===== src/rtl/snake_pkg.sv =====
// Playfield geometry defaults and the food spawn state encoding shared by
// the snake game blocks.
package snake_pkg;

    localparam int GRID_W_DEF = 40;
    localparam int GRID_H_DEF = 30;
    localparam int X_W_DEF    = 6;
    localparam int Y_W_DEF    = 5;
    localparam int LFSR_W     = 16;

    typedef enum logic [1:0] {
        SPAWN_IDLE  = 2'd0,
        SPAWN_PICK  = 2'd1,
        SPAWN_CHECK = 2'd2
    } spawn_state_e;

endpackage


===== src/rtl/lfsr16.sv =====
// Free-running 16-bit Fibonacci LFSR, taps 16,14,13,11, loaded from seed on reset.
module lfsr16
    import snake_pkg::*;
(
    input  logic              clk,
    input  logic              rst,
    input  logic [LFSR_W-1:0] seed,
    output logic [LFSR_W-1:0] q
);

    logic [LFSR_W-1:0] lfsr_q;
    logic [LFSR_W-1:0] lfsr_d;

    always_comb begin
        lfsr_d = {lfsr_q[14:0], lfsr_q[15] ^ lfsr_q[13] ^ lfsr_q[12] ^ lfsr_q[10]};
    end

    always_ff @(posedge clk or negedge rst) begin
        if (!rst) begin
            lfsr_q <= seed;
        end else begin
            lfsr_q <= lfsr_d;
        end
    end

    assign q = lfsr_q;

endmodule


===== src/rtl/food_manager.sv =====
// Food slot bookkeeping for the snake game: eat detection, saturating score,
// and a spawn FSM that refills empty slots with random free cells.
module food_manager
    import snake_pkg::*;
#(
    parameter int          GRID_W    = GRID_W_DEF,
    parameter int          GRID_H    = GRID_H_DEF,
    parameter int          X_W       = X_W_DEF,
    parameter int          Y_W       = Y_W_DEF,
    parameter int          N_FOOD    = 4,
    parameter int          SCORE_W   = 8,
    parameter logic [15:0] LFSR_SEED = 16'hACE1
) (
    input  logic                  clk,
    input  logic                  rst,
    input  logic [X_W-1:0]        head_x,
    input  logic [Y_W-1:0]        head_y,
    input  logic                  score_reset,
    output logic [X_W-1:0]        query_x,
    output logic [Y_W-1:0]        query_y,
    input  logic                  query_occupied,
    output logic [N_FOOD*X_W-1:0] food_x,
    output logic [N_FOOD*Y_W-1:0] food_y,
    output logic [N_FOOD-1:0]     food_valid,
    output logic                  eat,
    output logic [2:0]            eat_slot,
    output logic [SCORE_W-1:0]    score,
    output logic                  busy
);

    spawn_state_e       state_q, state_d;
    logic [LFSR_W-1:0]  lfsr;
    logic [X_W-1:0]     cand_x_q, cand_x_d;
    logic [Y_W-1:0]     cand_y_q, cand_y_d;
    logic [2:0]         target_q, target_d;
    logic [SCORE_W-1:0] score_q, score_d;
    logic [N_FOOD-1:0]  hit;
    logic [N_FOOD-1:0]  clash;
    logic [2:0]         eat_idx;
    logic [2:0]         free_idx;
    logic               any_free;
    logic [X_W-1:0]     pick_x;
    logic [Y_W-1:0]     pick_y;
    logic               pick_ok;
    logic               reject;
    logic               accept;

    lfsr16 u_lfsr (
        .clk  (clk),
        .rst  (rst),
        .seed (LFSR_SEED),
        .q    (lfsr)
    );

    assign pick_x  = lfsr[X_W-1:0];
    assign pick_y  = lfsr[X_W +: Y_W];
    assign pick_ok = (int'(pick_x) < GRID_W) && (int'(pick_y) < GRID_H);

    // Per-slot storage; eat clears and spawn sets never target the same slot
    // because the spawn target is always an invalid slot.
    for (genvar gi = 0; gi < N_FOOD; gi++) begin : g_slot
        localparam logic [2:0]     IDX   = 3'(gi);
        localparam logic           RST_V = (gi == 0);
        localparam logic [X_W-1:0] RST_X = (gi == 0) ? X_W'(GRID_W / 2) : '0;
        localparam logic [Y_W-1:0] RST_Y = (gi == 0) ? Y_W'(GRID_H / 2) : '0;

        logic           valid_q, valid_d;
        logic [X_W-1:0] x_q, x_d;
        logic [Y_W-1:0] y_q, y_d;

        always_comb begin
            valid_d = valid_q;
            x_d     = x_q;
            y_d     = y_q;
            if (eat && (eat_idx == IDX)) begin
                valid_d = 1'b0;
            end
            if (accept && (target_q == IDX)) begin
                valid_d = 1'b1;
                x_d     = cand_x_q;
                y_d     = cand_y_q;
            end
        end

        always_ff @(posedge clk or negedge rst) begin
            if (!rst) begin
                valid_q <= RST_V;
                x_q     <= RST_X;
                y_q     <= RST_Y;
            end else begin
                valid_q <= valid_d;
                x_q     <= x_d;
                y_q     <= y_d;
            end
        end

        assign food_valid[gi]          = valid_q;
        assign food_x[gi*X_W +: X_W]   = x_q;
        assign food_y[gi*Y_W +: Y_W]   = y_q;
        assign hit[gi]   = valid_q && (x_q == head_x) && (y_q == head_y);
        assign clash[gi] = valid_q && (x_q == cand_x_q) && (y_q == cand_y_q);
    end

    always_comb begin
        eat_idx  = '0;
        free_idx = '0;
        for (int i = N_FOOD - 1; i >= 0; i--) begin
            if (hit[i]) begin
                eat_idx = 3'(i);
            end
            if (!food_valid[i]) begin
                free_idx = 3'(i);
            end
        end
    end

    assign eat      = |hit;
    assign eat_slot = eat_idx;
    assign any_free = ~&food_valid;
    assign reject   = query_occupied || ((cand_x_q == head_x) && (cand_y_q == head_y)) || (|clash);

    always_ff @(posedge clk or negedge rst) begin
        if (!rst) begin
            state_q  <= SPAWN_IDLE;
            cand_x_q <= '0;
            cand_y_q <= '0;
            target_q <= '0;
        end else begin
            state_q  <= state_d;
            cand_x_q <= cand_x_d;
            cand_y_q <= cand_y_d;
            target_q <= target_d;
        end
    end

    always_comb begin
        state_d  = state_q;
        cand_x_d = cand_x_q;
        cand_y_d = cand_y_q;
        target_d = target_q;
        case (state_q)
            SPAWN_IDLE: begin
                if (any_free) begin
                    target_d = free_idx;
                    state_d  = SPAWN_PICK;
                end
            end
            SPAWN_PICK: begin
                if (pick_ok) begin
                    cand_x_d = pick_x;
                    cand_y_d = pick_y;
                    state_d  = SPAWN_CHECK;
                end
            end
            SPAWN_CHECK: begin
                state_d = reject ? SPAWN_PICK : SPAWN_IDLE;
            end
            default: begin
                state_d = SPAWN_IDLE;
            end
        endcase
    end

    always_comb begin
        query_x = '0;
        query_y = '0;
        accept  = 1'b0;
        busy    = (state_q != SPAWN_IDLE);
        if (state_q == SPAWN_CHECK) begin
            query_x = cand_x_q;
            query_y = cand_y_q;
            accept  = !reject;
        end
    end

    // Clear wins over a simultaneous eat; otherwise count up and stick at max.
    always_comb begin
        score_d = score_q;
        if (score_reset) begin
            score_d = '0;
        end else if (eat && (score_q != {SCORE_W{1'b1}})) begin
            score_d = score_q + SCORE_W'(1);
        end
    end

    always_ff @(posedge clk or negedge rst) begin
        if (!rst) begin
            score_q <= '0;
        end else begin
            score_q <= score_d;
        end
    end

    assign score = score_q;

endmodule


===== config.mk =====
export PLATFORM = sky130hd
export DESIGN_NAME = food_manager
export DESIGN_NICKNAME = d
export VERILOG_FILES = /design/src/rtl/snake_pkg.sv /design/src/rtl/lfsr16.sv /design/src/rtl/food_manager.sv
export SDC_FILE = /design/constraint.sdc
export NUM_CORES = 1
export LEC_CHECK = 0
export CAP_MARGIN = 20
export CORE_MARGIN = 5
export CORE_UTILIZATION = 55
export CTS_CLUSTER_SIZE = 12
export DETAILED_ROUTE_END_ITERATION = 10
export PLACE_DENSITY = 0.8
export SETUP_SLACK_MARGIN = 0.1
export SKIP_CTS_REPAIR_TIMING = 1
export SYNTH_ARGS = -nofsm -noshare
export SYNTH_HDL_FRONTEND = slang
export SYNTH_SLANG_ARGS = --single-unit

===== constraint.sdc =====
create_clock -name clk -period 6.57 [get_ports clk]
set_input_delay 0.657 -clock clk [delete_from_list [all_inputs] [get_ports clk]]
set_output_delay 0.657 -clock clk [all_outputs]
set_load 0.005 [all_outputs]

==> results.sh <==
export IMPL_cts_inserted_buffers=9
export IMPL_critical_path_arrival_ns=3.05
export IMPL_number_of_global_route_vias_before_repair=3754
export IMPL_clk_root_buffer_cell="sky130_fd_sc_hd__clkbuf_8"
export IMPL_async_flop_share_pct=100
export IMPL_insertedDiodeCount=0
export IMPL_synth_area_leader_cell="sky130_fd_sc_hd__dfrtp_1"
export IMPL_worst_setup_path_type="in2out"
export IMPL_timing_reg2reg_setup_slack_ns=3.50
export IMPL_synth_mux_area_fraction_pct=11.0
export IMPL_synth_compound_gate_area_share_pct=3.84
export IMPL_global_route_wire_length_before_repair_mm=21.4
export IMPL_required_ns=5.91
export IMPL_worst_hold_slack_ns=0.228
export IMPL_yosys_area_share_simple_pct=15.5
export IMPL_vdd_ir_drop_worst_mv=0.242
export IMPL_wl_per_cell_um=21.7
export IMPL_run_status="complete, no violations"
export IMPL_initialDrtViolationCount=279
export IMPL_utilization_pct=67.4
export IMPL_port_buffer_count=85
export IMPL_power_per_cell_area_mw_per_mm2=212
export IMPL_proportion_of_layout_cells_with_a_drive_suffix_above_1_pct=15.4
export IMPL_netSwitchingFraction_pct=29.6
export IMPL_routed_via_count=3720
export IMPL_portion_of_the_post_synthesis_area_used_by_sequential_elements_pct=45.0
export IMPL_dpl_worst_slack_ns=2.88
export IMPL_critPathLaunchType="input pin"
export IMPL_place_hpwl_mm=9.86
export IMPL_synth_top_family_by_area="XOR/XNOR gates"
export IMPL_rr_worst_depth=6
export IMPL_cell_internal_pwr_mw=0.874
export IMPL_die_height_um=104
export IMPL_cp_end_kind="output port"
export IMPL_final_nets=525
export IMPL_most_used_dff_post_synth="sky130_fd_sc_hd__dfrtp_1"
export IMPL_globalRouteTotalUtil_pct=25.0
export IMPL_placed_cells_incl_taps=605
export IMPL_combPwrFrac_pct=16.3
export IMPL_num_io_pins=87
export IMPL_synth_top_cells_by_area="sky130_fd_sc_hd__dfrtp_1 (37%), sky130_fd_sc_hd__xnor2_1 (18%), sky130_fd_sc_hd__dfstp_2 (8.1%)"
export IMPL_vias_per_cell=5.98
export IMPL_worst_r2r_endpoint="g_slot[3].y_q[1]"
export IMPL_synth_top_cell_area_share_pct=36.9
export IMPL_fp_coreArea_mm2=0.00868
export IMPL_filler_cell_count=686
export IMPL_multi_input_comb_area_mm2=0.00240
export IMPL_ctsLongestPathBuffers=2
export IMPL_cts_tree="done"
export IMPL_power_sequential_fraction_pct=49.7
export IMPL_min_period_ns=3.71
export IMPL_syn_to_final_growth_pct=19.8
export IMPL_dieArea_mm2=0.0109
export IMPL_worst_pin_slew_ns=1.05
export IMPL_fin_setup_tns_ns=0
export IMPL_cts_max_level=3
export IMPL_synth_seq_cells=87
export IMPL_route_final_wire_length_mm=13.5
export IMPL_yosys_cell_count_top_type="sky130_fd_sc_hd__xnor2_1"
export IMPL_finalHoldViolCount=0
export IMPL_synth_nets=466
export IMPL_finalCritPeriodShare_pct=56.5
export IMPL_synth_xor_area_share_pct=18.3
export IMPL_rsz0062_at_grt="false"
export IMPL_min_path_type="in2async"
export IMPL_netlist_cell_type_count=43
export IMPL_timing_clock_skew_ns=0.00704
export IMPL_timing_critical_path_fanout_max=5
export IMPL_clkSinkCount=87
export IMPL_setup_slack_ns=2.86
export IMPL_drv_slew=0
export IMPL_die_width_um=104
export IMPL_switchingPower_mw=0.368
export IMPL_gr_total_overflow=0
export IMPL_cap_violations=0
export IMPL_core_rows=34
export IMPL_mean_cell_area_of_the_mapped_netlist_um2=10.9
export IMPL_drc_errors=0
export IMPL_clock_latency_ns=0.36
export IMPL_antenna_found_initial=0
export IMPL_largest_net_degree_at_the_start_of_global_routing=88
export IMPL_yosys_warnings=0
export IMPL_route_antenna_remaining_nets=0
export IMPL_detail_route_first_pass_iterations=6
export IMPL_synth_top_cells_by_count="sky130_fd_sc_hd__xnor2_1 (101), sky130_fd_sc_hd__dfrtp_1 (72), sky130_fd_sc_hd__nand4_1 (40)"
export IMPL_register_area_mm2=0.00220
export IMPL_synth_edf_count=0
export IMPL_power_leakage_nw=2.30
export IMPL_yosys_area_share_adder_pct=0.256
export IMPL_synth_cell_area_mm2=0.00488
export IMPL_timing_rr_start="cand_x_q[0]"
export IMPL_synthesis_instances=450
export IMPL_initial_utilization_pct=56.3
export IMPL_clk_transition_reported_paths_ns=0.09
export IMPL_count_of_endpoints_failing_setup_in_the_final_report=0
export IMPL_max_freq_ghz=0.270
export IMPL_gp_congestion=0.970
export IMPL_clock_power_share_pct=34.0
export IMPL_layoutNonFillerInstCount=622
export IMPL_max_slew_margin_pct=29.4
metrics by stage:
stage | area (um2) | power (mW)
after floorplan | 4880 | 0.743
after global placement | 5600 | 0.816
after detailed placement | 5600 | 0.820
after CTS | 5830 | 1.24
after global routing | 5850 | 1.30
final | 5850 | 1.24
layout make-up:
class | instances | share of cell area [%]
multi-input cells | 319 | 40.9
flip-flops and latches | 87 | 37.5
repair buffers | 86 | 15.0
clock buffers | 11 | 2.42
well taps | 108 | 2.31
clock inverters | 5 | 1.47
inverters | 6 | 0.385
flip-flops by register name, indices dropped and copies added (netlist names):
name            cells
cand_x_q            6
cand_y_q            5
g_slot.valid_q      4
g_slot.x_q         24
g_slot.y_q         20
score               8
state_q             2
target_q            2
u_lfsr.q           16
power by group through the flow:
stage          Clock, mW  Combinational [mW]  Sequential, mW
3_5_place_dp           0               0.197           0.622
5_1_grt            0.452               0.224           0.619
2_1_floorplan          0               0.143           0.600
6_report           0.423               0.203           0.617
3_3_place_gp           0               0.195           0.621
4_1_cts            0.427               0.200           0.614
placed cells by master, fill, tap and decap left out, types with 3 or more instances in the layout:
| cell | count |
|---|---|
| sky130_fd_sc_hd__dfrtp_1 | 72 |
| sky130_fd_sc_hd__and3_1 | 3 |
| sky130_fd_sc_hd__o31ai_1 | 5 |
| sky130_fd_sc_hd__o21ai_0 | 9 |
| sky130_fd_sc_hd__and2_1 | 11 |
| sky130_fd_sc_hd__nor2_1 | 6 |
| sky130_fd_sc_hd__mux2_2 | 35 |
| sky130_fd_sc_hd__or3_1 | 6 |
| sky130_fd_sc_hd__or4_1 | 4 |
| sky130_fd_sc_hd__nor3_1 | 10 |
| sky130_fd_sc_hd__a21oi_1 | 13 |
| sky130_fd_sc_hd__dfstp_2 | 15 |
| sky130_fd_sc_hd__clkbuf_8 | 10 |
| sky130_fd_sc_hd__mux2_4 | 9 |
| sky130_fd_sc_hd__nand2_1 | 39 |
| sky130_fd_sc_hd__nand4_1 | 40 |
| sky130_fd_sc_hd__clkdlybuf4s50_1 | 84 |
| sky130_fd_sc_hd__inv_1 | 6 |
| sky130_fd_sc_hd__xnor2_1 | 101 |
| sky130_fd_sc_hd__nand3_1 | 7 |
logic make-up (layout without fill, tap and decap cells):
group           count (synthesis)  after routing
simple gates                  138            138
xor+xnor                      102            102
mux                            45             45
flops                          87             87
fa+ha+maj                       1              1
buf+inv                        44            108
compound gates                 32             32
other cells                     1              1
critical path: stages:
cell and delay [ns]:
sky130_fd_sc_hd__clkdlybuf4s50_1 0.58, sky130_fd_sc_hd__xnor2_1 0.33, sky130_fd_sc_hd__nand4_1 0.12, sky130_fd_sc_hd__or3_1 0.43, sky130_fd_sc_hd__nand2b_1 0.20, sky130_fd_sc_hd__a21oi_1 0.19, sky130_fd_sc_hd__clkdlybuf4s50_1 0.55
how the worst max path moves through the flow:
stage,slack (ns),endpoint,from
6_report,2.86,eat_slot[0],head_x[0]
5_1_grt,2.71,eat_slot[0],head_x[0]
2_1_floorplan,3.96,g_slot[0].x_q[0],head_x[3]
4_1_cts,2.86,eat_slot[0],head_x[0]
3_5_place_dp,2.88,eat_slot[0],head_x[0]
3_3_place_gp,2.91,eat_slot[0],head_y[2]
layer usage:
metal	track usage, %	part of all wire, %	up-vias
met3	4.84	6.9	26
li1	-	-	1659
met1	33.7	42	1857
met4	6.94	1.4	0
met5	0	0	-
met2	41.1	49	178
No activity file was read; power rests on OpenSTA's default activity.
